===== src/rtl/reg_writeback_ctrl.sv =====
// reg_writeback_ctrl
//   Writer side of the register-file write port. Results from execute/memory
//   arrive over a valid/ready handshake, are buffered in a DEPTH-entry FIFO
//   and retired one per cycle as a registered write strobe. A pending mask
//   lets decode stall on read-after-write.
//
// Ports:
//   clk_i, reset_i        clock, synchronous active-high reset
//   in_valid_i/in_ready_o producer handshake (in_ready_o = !full)
//   in_dest_i, in_data_i  destination (0..3 arch, 4/5 slt temps, 6/7 illegal), value
//   wr_stall_i            register file cannot take a write this cycle
//   flush_i               discard every buffered, unissued result
//   wr_en_o, wr_addr_o,
//   wr_data_o, slt_sel_o  write strobe outputs (slt_sel 10 = t0, 11 = t1)
//   pending_mask_o        bit d set while any buffered entry targets dest d
//   drop_err_o            sticky: an illegal destination was accepted
//   count_o               FIFO occupancy
//
// Optional feature (macro WB_BYPASS_EN): a legal result accepted while the
//   FIFO is empty and idle is driven onto the write outputs combinationally in
//   the same cycle instead of being queued.
module reg_writeback_ctrl #(
  parameter int DEPTH  = 4,
  parameter int DATA_W = 8
) (
  input  logic                     clk_i,
  input  logic                     reset_i,
  input  logic                     in_valid_i,
  output logic                     in_ready_o,
  input  logic [2:0]               in_dest_i,
  input  logic [DATA_W-1:0]        in_data_i,
  input  logic                     wr_stall_i,
  input  logic                     flush_i,
  output logic                     wr_en_o,
  output logic [1:0]               wr_addr_o,
  output logic [DATA_W-1:0]        wr_data_o,
  output logic [1:0]               slt_sel_o,
  output logic [5:0]               pending_mask_o,
  output logic                     drop_err_o,
  output logic [$clog2(DEPTH):0]   count_o
);
  localparam int PW = $clog2(DEPTH);
  localparam int CW = PW + 1;

  typedef enum logic [1:0] {IDLE, ISSUE, HOLD} state_e;
  state_e state_q, state_d;

  logic [DEPTH-1:0][2:0]        dest_q;
  logic [DEPTH-1:0][DATA_W-1:0] data_q;
  logic [PW-1:0]                rd_ptr_q, wr_ptr_q;
  logic [CW-1:0]                count_q;

  logic              wr_en_q, wr_en_d;
  logic [1:0]        wr_addr_q, wr_addr_d;
  logic [DATA_W-1:0] wr_data_q, wr_data_d;
  logic [1:0]        slt_sel_q, slt_sel_d;
  logic              drop_err_q;

  logic       accept, legal, push, pop, byp;
  logic [2:0] hd;

  // Ready comes from the registered count, so a full FIFO refuses input even
  // in a cycle where it also pops.
  assign in_ready_o = (count_q != CW'(DEPTH));
  assign accept     = in_valid_i & in_ready_o;
  assign legal      = ~(in_dest_i[2] & in_dest_i[1]);

`ifdef WB_BYPASS_EN
  assign byp = accept & legal & (count_q == '0) & (state_q == IDLE) & ~wr_stall_i & ~flush_i;
`else
  assign byp = 1'b0;
`endif

  assign push = accept & legal & ~flush_i & ~byp;
  assign pop  = (state_d == ISSUE);
  assign hd   = dest_q[rd_ptr_q];

  always_comb begin
    state_d   = IDLE;
    wr_en_d   = 1'b0;
    wr_addr_d = '0;
    wr_data_d = '0;
    slt_sel_d = 2'b00;
    unique case (state_q)
      IDLE, ISSUE: if (count_q != '0) state_d = wr_stall_i ? HOLD : ISSUE;
      HOLD:        state_d = wr_stall_i ? HOLD : ISSUE;
      default:     state_d = IDLE;
    endcase
    if (flush_i) state_d = IDLE;
    // Head entry is popped at the same edge that registers its strobe.
    if (state_d == ISSUE) begin
      wr_en_d   = ~hd[2];
      wr_addr_d = hd[1:0];
      wr_data_d = data_q[rd_ptr_q];
      slt_sel_d = hd[2] ? {1'b1, hd[0]} : 2'b00;
    end
  end

  // Slot i is live when its distance from the read pointer is below count.
  function automatic logic live(int i);
    logic [PW-1:0] off;
    off = PW'(i) - rd_ptr_q;
    return {1'b0, off} < count_q;
  endfunction

  always_comb begin
    pending_mask_o = '0;
    for (int i = 0; i < DEPTH; i++)
      if (live(i)) pending_mask_o = pending_mask_o | (6'b1 << dest_q[i]);
  end

  always_ff @(posedge clk_i) begin
    if (reset_i) begin
      state_q    <= IDLE;
      rd_ptr_q   <= '0;
      wr_ptr_q   <= '0;
      count_q    <= '0;
      wr_en_q    <= 1'b0;
      wr_addr_q  <= '0;
      wr_data_q  <= '0;
      slt_sel_q  <= 2'b00;
      drop_err_q <= 1'b0;
    end else begin
      state_q   <= state_d;
      wr_en_q   <= wr_en_d;
      wr_addr_q <= wr_addr_d;
      wr_data_q <= wr_data_d;
      slt_sel_q <= slt_sel_d;
      if (accept & ~legal) drop_err_q <= 1'b1;
      if (flush_i) begin
        rd_ptr_q <= '0;
        wr_ptr_q <= '0;
        count_q  <= '0;
      end else begin
        if (push) begin
          dest_q[wr_ptr_q] <= in_dest_i;
          data_q[wr_ptr_q] <= in_data_i;
          wr_ptr_q         <= wr_ptr_q + 1'b1;
        end
        if (pop) rd_ptr_q <= rd_ptr_q + 1'b1;
        count_q <= count_q + CW'(push) - CW'(pop);
      end
    end
  end

`ifdef WB_BYPASS_EN
  // Registered outputs are quiet whenever bypass is allowed (IDLE), so a
  // plain mux is safe.
  assign wr_en_o   = byp ? ~in_dest_i[2] : wr_en_q;
  assign wr_addr_o = byp ? in_dest_i[1:0] : wr_addr_q;
  assign wr_data_o = byp ? in_data_i : wr_data_q;
  assign slt_sel_o = byp ? (in_dest_i[2] ? {1'b1, in_dest_i[0]} : 2'b00) : slt_sel_q;
`else
  assign wr_en_o   = wr_en_q;
  assign wr_addr_o = wr_addr_q;
  assign wr_data_o = wr_data_q;
  assign slt_sel_o = slt_sel_q;
`endif

  assign drop_err_o = drop_err_q;
  assign count_o    = count_q;
endmodule


===== config.mk =====
export PLATFORM = sky130hd
export DESIGN_NAME = reg_writeback_ctrl
export DESIGN_NICKNAME = d
export VERILOG_FILES = /design/src/rtl/reg_writeback_ctrl.sv
export SDC_FILE = /design/constraint.sdc
export NUM_CORES = 1
export LEC_CHECK = 0
export CAP_MARGIN = 40
export CORE_MARGIN = 2
export CORE_UTILIZATION = 54
export DETAILED_ROUTE_END_ITERATION = 10
export PLACE_DENSITY = 0.88
export REMOVE_ABC_BUFFERS = 1
export SYNTH_ARGS = -nofsm -noshare
export SYNTH_HDL_FRONTEND = slang
export SYNTH_SLANG_ARGS = --single-unit

===== constraint.sdc =====
create_clock -name clk_i -period 3.2 [get_ports clk_i]
set_input_delay 0.64 -clock clk_i [delete_from_list [all_inputs] [get_ports clk_i]]
set_output_delay 0.64 -clock clk_i [all_outputs]
set_load 0.02 [all_outputs]

Word-level counts from Yosys, hierarchy flattened
Cells that the tools add are included.

cells by class
  $add $sub $neg = 8
  eq/ne operators = 4
  divide/modulo/power cells = 0
  muxes and demuxes = 19
  shift operators = 4
  reduce and logical (&&, ||, !) cells = 8
  bitwise logic cells = 13
  $lt $le $gt $ge = 7
  multipliers = 0

operator list
  cell                                                         count
  bitwise mux 32 bit                                           1
  two-way mux 6 bit                                            4
  << shifter 1 x 3 -> 6 bit (first input constant)             4
  OR 6 bit                                                     3
  binary-select mux 8 bit (select 2 bit)                       1
  demux 8 bit (select 2 bit)                                   1
  two-way mux 8 bit                                            2
  bitwise mux 12 bit                                           1
  less-than comparator 2 x 3 -> 1 bit                          4
  two-way mux 2 bit                                            4
  binary-select mux 3 bit (select 2 bit)                       1
  demux 3 bit (select 2 bit)                                   1
  less-than comparator 2 x 3 -> 1 bit (second input constant)  2
  two-way mux 3 bit                                            2
  OR reduction 2 bit                                           3
  AND 1 bit                                                    5
  inverter 1 bit                                               5
  adder 2 x 1 -> 2 bit (second input constant)                 2
  equality test 2 x 1 -> 1 bit (second input constant)         2
  one-hot mux 2 bit (2 select lines)                           1
  subtractor 1 x 2 -> 2 bit (first input constant)             2
  subtractor 2 bit (first input constant)                      2
  adder 3 x 1 -> 3 bit                                         1
  != test 3 bit (second input constant)                        1
  other kinds (8)                                              8

storage, ports and cells
  input port bits = 16
  bits in read-only memories = 0
  RAM bits = 0
  memories = 0
  register bits after elaboration = 67
  word-level logic and storage cells = 81
  latch bits = 0

Depth between registers and ports, before layout
Gate-level depths: netlist of run 1.

  depth in word-level cells = 9
  gate-level depth with buffers = 13
  mapped depth without buffers = 11

Least setup slack after synthesis of run 1
Ideal clock, no wire load.

  path kind = flip-flop to output port
  from = register rd_ptr_q[0]
  to = output port pending_mask_o[0]
  data arrival time = 2.133 ns
  path buffers = 2
  path slack = 0.427 ns
  cell stages (with the launch flop) = 8
  cell sequence = dfxtp_1 -> buf_4 -> buf_4 -> xnor2_1 -> ha_1 -> nand2b_1 -> o211ai_1 -> o311ai_0

on the way
  cells in the longest elaborated chain, start to end = 9

ends and longest elaborated chain
  item                                 line  RTL
  start: declaration                   50    logic [PW-1:0] rd_ptr_q, wr_ptr_q;
  start signal: assignment             140   if (pop) rd_ptr_q <= rd_ptr_q + 1'b1;
  subtractor 1 x 2 -> 2 bit            102   off = PW'(i) - rd_ptr_q;
  less-than comparator 2 x 3 -> 1 bit  103   return {1'b0, off} < count_q;
  two-way mux 6 bit                    109   if (live(i)) pending_mask_o = pending_mask_o | (6'b1 << dest_q[i]);
  OR 6 bit                             109
  two-way mux 6 bit                    109
  OR 6 bit                             109
  two-way mux 6 bit                    109
  OR 6 bit                             109
  two-way mux 6 bit (*)                109
  end: declaration                     38    output logic [5:0] pending_mask_o,

Every way passes the cells marked *; elsewhere a longest branch is shown, timed or not.

Final worst setup path of run 1
  from = register rd_ptr_q[1]
  to = output port pending_mask_o[3]

Same word-level chain as after synthesis.

==> results_dict.tcl, run 1 <==
set metrics [dict create \
    status "finished, final reports clean" \
    path_class "reg2out" \
    worstReg2RegStart "count_o[2]$_SDFF_PP0_" \
    synthMuxAreaShare_pct 8.488 \
    core-area_sq_um 5140 \
    dr.pass1.iters 4 \
    worstSetupEndpoint "pending_mask_o[3]" \
    slew_headroom_pct 56.63 \
    ys_ff_latch 67 \
    synthArstFlopShare_pct 0 \
    final_cell_mix "edfxtp_1, clkdlybuf4s50_1, dfxtp_1" \
    track_usage_pct 21.58 \
    multi_input_area_sq_um 1044 \
    period_minus_slack_ns 3.087 \
    fin_util_pct 70.35 \
    r2r_end "count_o[2]$_SDFF_PP0_" \
    antenna_left 0 \
    clock_latency_ns 0.34 \
    diodes 0 \
    post_drt_wl_per_cell_um 17.33 \
    die_y_um 77.34 \
    crit_start "rd_ptr_q[1]$_SDFFE_PP0N_" \
    synth_adder_area_share_pct 4.998 \
    gp_congestion 0.8473 \
    setup_ws_ns 0.1128 \
    clock_path_buffers 2 \
    post_cts_buffers 0 \
    end_kind "output port" \
    synth_warnings 0 \
    vias 1856 \
    overflow 0 \
    rsz0062_at_grt "no" \
    fill_cells 375 \
    die_w_um 77.34 \
    grt_pass1_vias 1921 \
    hold_viol 0 \
    finalClockSkew_ns 0.009142 \
    p_leak_nw 1.298 \
    nNetsFinal 282 \
    ys_types 48 \
    hold_path_depth 2 \
    slowest_delay_ns 0.38 \
    detail_route.iter0.violations 126 \
    start_kind "flip-flop" \
    pre_cts_slack_ns 0.1367 \
    path_cells "inv_1 > ha_4 > a21boi_0 > o21ai_0 > a32o_1 > a311o_1 > dlygate4sd2_1" \
    synth-edff-count 44 \
    initial_core_util_pct 56.50 \
    synth_seq_area_share_pct 61.35 \
    synth_area_sq_um 2904 \
    io_buffers 39 \
    cts_buffers 9 \
    wirelength_mm 5.720 \
    drc 0 \
    ys.flop_type "edfxtp_1" \
    io_pins 40 \
    rr_worst_depth 11 \
    synth_compound_area_share_pct 6.764 \
    cts-root-buf "clkbuf_8" \
    drive_above_1_share_pct 15.00 \
    syn_avg_cell_area_sq_um 14.03 \
    yosys.area_share.xor_xnor_pct 1.810 \
    setup_viol 0 \
    grt_first_pass_wirelength_mm 9.501 \
    vias_per_cell 5.624 \
    clkSinkCount 67 \
    syn_to_final_growth_pct 24.52 \
    slowest_stage "dfxtp_1" \
    cts_tree "done" \
    fmax_mhz 323.9 \
    htree_num_levels 3 \
    ctsResizeCount 7 \
    grt_max_degree 20 \
    rows 26 \
    clk_pin_slew_ns 0.07 \
    dieArea_sq_um 5981 \
    required_ns 2.56 \
    worst-r2r-setup-slack_ns 0.59 \
    synth_simple_gate_area_share_pct 13.05 \
    syn_inst 207 \
    max_slew.worst_pin.slew_ns 0.6505 \
    max_cap_violations 0 \
    finalCritPeriodShare_pct 96.47 \
    critPathMaxFanout 4 \
    setup-tns-final_ns 0 \
    final_common_cell "edfxtp_1" \
    hold_path_class "reg2reg" \
    vdd.ir_drop.worst_v 0.0004102 \
    register_area_sq_um 1782 \
    hold_buffers 0 \
    synth_top_family_by_area "simple AND/OR/NAND/NOR gates" \
    maxSlewViolCount 0 \
    grt_antenna_before_repair 0 \
    arrival_ns 2.45 \
    dp_hpwl_mm 3.783 \
    p_per_area_nw_per_um2 499.6 \
]
## stage by stage
stage	cells	hold WS (ns)	power, mW	area [sq um]
after detailed placement	314	0.4728	1.050	3369
after floorplan	200	0.5173	1.001	2854
after global placement	314	0.4675	1.046	3369
after CTS	330	0.4995	1.821	3601
final	330	0.5004	1.807	3616
after global routing	330	0.5388	1.869	3616
## report_power, final
| part | internal (mW) | leakage (nW) | switching, mW | total (mW) |
|---|---|---|---|---|
| registers | 0.930 | 0.583 | 0.00639 | 0.936 |
| clock network | 0.459 | 0.110 | 0.315 | 0.775 |
| logic | 0.0486 | 0.605 | 0.0472 | 0.0958 |
## cell type report
class / count / area share [%]
flip-flops and latches: 67 / 49.27
well taps: 70 / 2.422
clock buffers: 10 / 3.806
inverters: 14 / 1.453
multi-input cells: 119 / 28.86
repair buffers: 44 / 11.73
clock inverters: 6 / 2.457
## metal layers
| layer | track usage (%) | wire [um] | vias to the layer above |
|---|---|---|---|
| met2 | 34.52 | 2894 | 67 |
| met1 | 26.32 | 2451 | 916 |
| met5 | 0 | 0 | - |
| met3 | 6.279 | 290 | 7 |
| met4 | 12.14 | 84 | 0 |
| li1 | - | - | 866 |
## flip-flops by register name (all words and copies together) (netlist names)
register    flops
data_q         32
slt_sel_o       2
wr_en_o         1
wr_data_o       8
dest_q         12
wr_addr_o       2
state_q         2
rd_ptr_q        2
wr_ptr_q        2
count_o         3
drop_err_o      1
## cell families after synthesis
family | Yosys count
flops | 67
xor+xnor | 6
buf+inv | 21
simple gates | 66
compound gates | 24
fa+ha+maj | 11
mux | 12
## Yosys cell counts (2+ instances only)
master / n / area (sq um)
nand2b_1: 5 / 31.28
buf_4: 4 / 30.03
xnor2_1: 5 / 43.79
nand4_1: 2 / 12.51
a211oi_1: 3 / 22.52
edfxtp_1: 44 / 1321
ha_1: 10 / 125.1
o311ai_0: 2 / 17.52
mux4_2: 10 / 225.2
nor2_1: 14 / 52.55
and2b_1: 3 / 22.52
nor2b_1: 14 / 87.58
dfxtp_1: 23 / 460.4
nand3_1: 2 / 10.01
or3b_1: 2 / 17.52
nand2_1: 10 / 37.54
o211ai_1: 4 / 30.03
a22oi_1: 2 / 15.01
a311o_1: 2 / 20.02
and3_1: 5 / 31.28
inv_1: 14 / 52.55
## worst max-delay path: cells and delay by family, from the launching register on
kind	cells	cell delay (ns)
compound gates	4	0.95
fa+ha+maj	1	0.31
flops	1	0.38
buf+inv	2	0.47
## worst min-delay path by stage
stage | start | end | slack [ns]
after floorplan | wr_ptr_q[1]$_SDFFE_PP0P_ | wr_ptr_q[1]$_SDFFE_PP0P_ | 0.52
after global placement | drop_err_o$_SDFFE_PP0P_ | drop_err_o$_SDFFE_PP0P_ | 0.47
after detailed placement | drop_err_o$_SDFFE_PP0P_ | drop_err_o$_SDFFE_PP0P_ | 0.47
after CTS | drop_err_o$_SDFFE_PP0P_ | drop_err_o$_SDFFE_PP0P_ | 0.50
after global routing | drop_err_o$_SDFFE_PP0P_ | drop_err_o$_SDFFE_PP0P_ | 0.54
final | drop_err_o$_SDFFE_PP0P_ | drop_err_o$_SDFFE_PP0P_ | 0.50
Note: power is estimated with default switching activity, not from simulation.
==> run 2: changes to the inputs <==
==> constraint.sdc (replaced) <==
create_clock -name clk_i -period 3.2 [get_ports clk_i]
set_input_delay 0.32 -clock clk_i [delete_from_list [all_inputs] [get_ports clk_i]]
set_output_delay 0.32 -clock clk_i [all_outputs]
set_load 0.02 [all_outputs]
==> run 2 against run 1 <==
Against the previous run:
- sequential share of layout area rose by 0.88 points
- first-iteration DRC count shrank 42%
- combinational power down 2.9%
- critical endpoint unchanged
- clock power fell by 22%
- largest power group unchanged
- final cell count fell by 0.61%
- utilization decreased by 1.1 points
- non-clock buffer count shrank 2
==> results_dict.tcl, run 2 (synthesized netlist as in run 1, its figures left out) <==
set metrics [dict create \
    grt_first_pass_wirelength_mm 8.438 \
    htree_num_levels 3 \
    register_area_sq_um 1784 \
    nNetsFinal 280 \
    dieArea_sq_um 5981 \
    maxSlewViolCount 0 \
    vdd.ir_drop.worst_v 0.0003771 \
    arrival_ns 2.65 \
    status "finished, final reports clean" \
    fill_cells 380 \
    hold_buffers 0 \
    path_class "reg2out" \
    critPathMaxFanout 6 \
    hold_path_class "reg2reg" \
    dp_hpwl_mm 3.702 \
    slowest_delay_ns 0.54 \
    period_minus_slack_ns 2.969 \
    wirelength_mm 5.167 \
    final_cell_mix "edfxtp_1, clkdlybuf4s50_1, dfxtp_1" \
    io_buffers 39 \
    finalCritPeriodShare_pct 92.78 \
    grt_use_met3_pct 5.233 \
    die_y_um 77.34 \
    max_slew.worst_pin.slew_ns 0.6397 \
    vias 1787 \
    largest_register_ffs 32 \
    clkSinkCount 67 \
    top_register "data_q" \
    p_leak_nw 1.262 \
    final_common_cell "edfxtp_1" \
    drive_above_1_share_pct 15.12 \
    fin_util_pct 69.21 \
    overflow 0 \
    cts-root-buf "clkbuf_8" \
    setup-tns-final_ns 0 \
    detail_route.iter0.violations 73 \
    drc 0 \
    gr-max-usage-layer "met2" \
    start_kind "flip-flop" \
    use_met1_pct 23.14 \
    cts_buffers 9 \
    rsz0062_at_grt "no" \
    io_pins 40 \
    post_cts_buffers 0 \
    grt_max_degree 20 \
    slew_headroom_pct 57.36 \
    track_usage_pct 18.91 \
    hold_viol 0 \
    fmax_mhz 336.8 \
    worstHoldStart "drop_err_o$_SDFFE_PP0P_" \
    clk_pin_slew_ns 0.07 \
    finalClockSkew_ns 0.008797 \
    antenna_left 0 \
    initial_core_util_pct 56.50 \
    end_kind "output port" \
    rows 26 \
    core-area_sq_um 5140 \
    max_cap_violations 0 \
    crit_start "rd_ptr_q[1]$_SDFFE_PP0N_" \
    worstReg2RegStart "count_o[2]$_SDFF_PP0_" \
    multi_input_area_sq_um 1039 \
    vias_per_cell 5.448 \
    p_per_area_nw_per_um2 458.3 \
    grt_antenna_before_repair 0 \
    required_ns 2.88 \
    die_w_um 77.34 \
    dr.pass1.iters 4 \
    path_cells "inv_1 > ha_1 > a21boi_0 > o21ai_0 > a32o_1 > a311o_1 > clkdlybuf4s50_1" \
    clock_path_buffers 2 \
    diodes 0 \
    post_drt_wl_per_cell_um 15.75 \
    setup_viol 0 \
    clock_latency_ns 0.33 \
    cts_tree "done" \
    gp_congestion 0.8494 \
    syn_to_final_growth_pct 22.49 \
    gr-usage-met2_pct 31.04 \
    grt_pass1_vias 1729 \
    slowest_stage "clkdlybuf4s50_1" \
]
==> run 2: final timing paths <==
kind / cells past startpoint / endpoint / slack (ns)
worst min-delay path: 2 / drop_err_o$_SDFFE_PP0P_ / 0.48
worst max register to register: 11 / count_o[2]$_SDFF_PP0_ / 0.58
worst min register to register: 2 / drop_err_o$_SDFFE_PP0P_ / 0.48
worst max-delay path: 7 / pending_mask_o[3] / 0.23
==> run 2: through the flow <==
step           cells  hold slack, ns  power (mW)  setup WS (ns)  instance area [sq um]
2_1_floorplan    200          0.3924       1.001         0.5178                   2854
3_3_place_gp     312          0.4672       1.044         0.4877                   3354
3_5_place_dp     312          0.4731       1.047         0.3882                   3354
4_1_cts          328          0.4885       1.648       0.004359                   3531
5_1_grt          328          0.5321       1.696        0.04215                   3557
6_report         328          0.4771       1.630         0.2311                   3557
==> run 2: repair_timing <==
item / 4_1_cts / 5_1_grt
setup endpoints to repair: 0 / 4
gates resized for setup: 0 / 7
endpoints found under the hold margin: 0 / 0
==> run 2: report_power, final <==
| group | internal [mW] | switching, mW | leakage (nW) |
|---|---|---|---|
| sequential | 0.930 | 0.00665 | 0.584 |
| clock | 0.284 | 0.317 | 0.0896 |
| combinational | 0.0481 | 0.0449 | 0.589 |
==> run 2: per-layer routing <==
layer / vias to the layer above / routed length [um]
li1: 862 / -
met1: 868 / 2256
met2: 51 / 2683
met3: 6 / 175
met4: 0 / 52
met5: - / 0
==> run 2: final cells by class <==
class | instances | area share [%]
inverters | 14 | 1.477
multi-input cells | 119 | 29.19
flip-flops and latches | 67 | 50.16
well taps | 70 | 2.462
repair buffers | 42 | 11.75
clock inverters | 7 | 1.477
clock buffers | 9 | 3.482
==> run 2: critical path: cells and delay by family (launching register included) <==
family                     cells  cell delay [ns]
DFF                            1             0.39
buffers and inverters          2             0.67
AOI/OAI and AO/OA              4             0.90
adders and majority gates      1             0.35
==> run 3: changes to the inputs <==
--- a/config.mk
+++ b/config.mk
@@ -6,6 +6,7 @@
 export NUM_CORES = 1
 export LEC_CHECK = 0
 export CAP_MARGIN = 40
+export CORE_ASPECT_RATIO = 0.75
 export CORE_MARGIN = 2
 export CORE_UTILIZATION = 54
 export DETAILED_ROUTE_END_ITERATION = 10
==> run 3 against run 2 <==
Against the previous run:
- largest power group unchanged
- utilization decreased by 1.1 points
- largest cell class unchanged
- critical path type unchanged
- critical endpoint unchanged
- final cell count increased by 1.2%
- sequential cell count unchanged
==> results_dict.tcl, run 3 (synthesized netlist as in run 1, its figures left out) <==
set metrics [dict create \
    p_leak_nw 1.240 \
    p_per_area_nw_per_um2 503.5 \
    io_buffers 39 \
    syn_to_final_growth_pct 23.52 \
    antenna_left 0 \
    initial_core_util_pct 55.14 \
    cts_tree "done" \
    max_cap_violations 0 \
    vdd.ir_drop.worst_v 0.0003347 \
    diodes 0 \
    hold_viol 0 \
    io_pins 40 \
    finalPower_mw 1.806 \
    path_class "reg2out" \
    fill_cells 339 \
    finalClockSkew_ns 0.008880 \
    grt_first_pass_wirelength_mm 9.114 \
    vias 1830 \
    die_w_um 88.68 \
    critPathMaxFanout 6 \
    status "finished, final reports clean" \
    setup-tns-final_ns 0 \
    maxSlewViolCount 0 \
    dieArea_sq_um 5987 \
    end_kind "output port" \
    hold_path_class "reg2reg" \
    largest_register_ffs 32 \
    clock_latency_ns 0.33 \
    core-area_sq_um 5266 \
    grt_pass1_vias 1789 \
    post_drt_wl_per_cell_um 17.13 \
    cts_buffers 9 \
    start_kind "flip-flop" \
    dp_hpwl_mm 3.905 \
    final_common_cell "edfxtp_1" \
    drive_above_1_share_pct 12.84 \
    drc 0 \
    required_ns 2.88 \
    gp_congestion 0.9552 \
    max_slew.worst_pin.slew_ns 0.5891 \
    cts-root-buf "clkbuf_8" \
    clk_pin_slew_ns 0.07 \
    arrival_ns 2.76 \
    clkSinkCount 67 \
    htree_num_levels 3 \
    crit_start "count_o[1]$_SDFF_PP0_" \
    finalCritPeriodShare_pct 96.26 \
    vias_per_cell 5.512 \
    grt_max_degree 20 \
    slew_headroom_pct 60.72 \
    grt_antenna_before_repair 0 \
    fmax_mhz 324.6 \
    nNetsFinal 279 \
    clock_path_buffers 2 \
    top_register "data_q" \
    final_cell_mix "edfxtp_1, clkdlybuf4s50_1, dfxtp_1" \
    setup_viol 0 \
    overflow 0 \
    wirelength_mm 5.686 \
    rsz0062_at_grt "no" \
    rows 23 \
    die_y_um 67.51 \
    worstHoldStart "drop_err_o$_SDFFE_PP0P_" \
    period_minus_slack_ns 3.080 \
    whs_ns 0.4749 \
    track_usage_pct 21.20 \
    detail_route.iter0.violations 120 \
    dr.pass1.iters 4 \
    worstReg2RegStart "count_o[2]$_SDFF_PP0_" \
    hold_buffers 0 \
]
[run 3: layer usage]
metal / vias to the layer above / global-route usage [%] / share of wire, %
met3: 9 / 8.680 / 8.2
met2: 81 / 33.77 / 48
met1: 882 / 27.54 / 42
met4: 0 / 4.735 / 1.0
li1: 858 / - / -
met5: - / 0 / 0
[run 3: final timing paths]
| kind | end | slack (ns) | cells past startpoint |
|---|---|---|---|
| max reg2reg | count_o[2]$_SDFF_PP0_ | 0.58 | 11 |
| min reg2reg | drop_err_o$_SDFFE_PP0P_ | 0.47 | 2 |
| min | drop_err_o$_SDFFE_PP0P_ | 0.47 | 2 |
| max | pending_mask_o[3] | 0.12 | 6 |
[run 3: worst max-delay path, stage by stage (launching register included)]
cell and delay (ns):
dfxtp_1 0.45, inv_1 0.15, ha_1 0.36, a211o_1 0.33
and3b_1 0.23, a311o_1 0.37, clkdlybuf4s50_1 0.54
[run 3: metrics by stage]
stage / util [%] / worst slack [ns] / cell area, sq um / std cells
6_report: 68.12 / 0.1198 / 3587 / 332
4_1_cts: 67.90 / 0.01646 / 3576 / 332
2_1_floorplan: - / 0.5178 / 2854 / 200
3_3_place_gp: 63.67 / 0.5153 / 3353 / 316
3_5_place_dp: 63.67 / 0.4184 / 3353 / 316
5_1_grt: 68.12 / 0.0007665 / 3587 / 332
[run 3: repair_timing]
action	CTS	global route
gates resized for setup	0	2
endpoints found under the setup margin	0	4
setup buffers	0	0
[run 3: area by class of cell]
class	instances	area (sq um)	share of cell area (%)
Timing Repair Buffer	41	405.4	11.30
Inverter	14	52.55	1.465
Multi-Input combinational cell	119	1031	28.74
Tap cell	75	93.84	2.616
Clock inverter	2	60.06	1.674
Clock buffer	14	162.7	4.534
Sequential cell	67	1782	49.67
[run 3: report_power, final]
group          total [mW]  internal (mW)  switching [mW]
Sequential          0.937          0.930         0.00677
Clock               0.774          0.483           0.291
Combinational      0.0951         0.0480          0.0471
Total                1.81           1.46           0.345
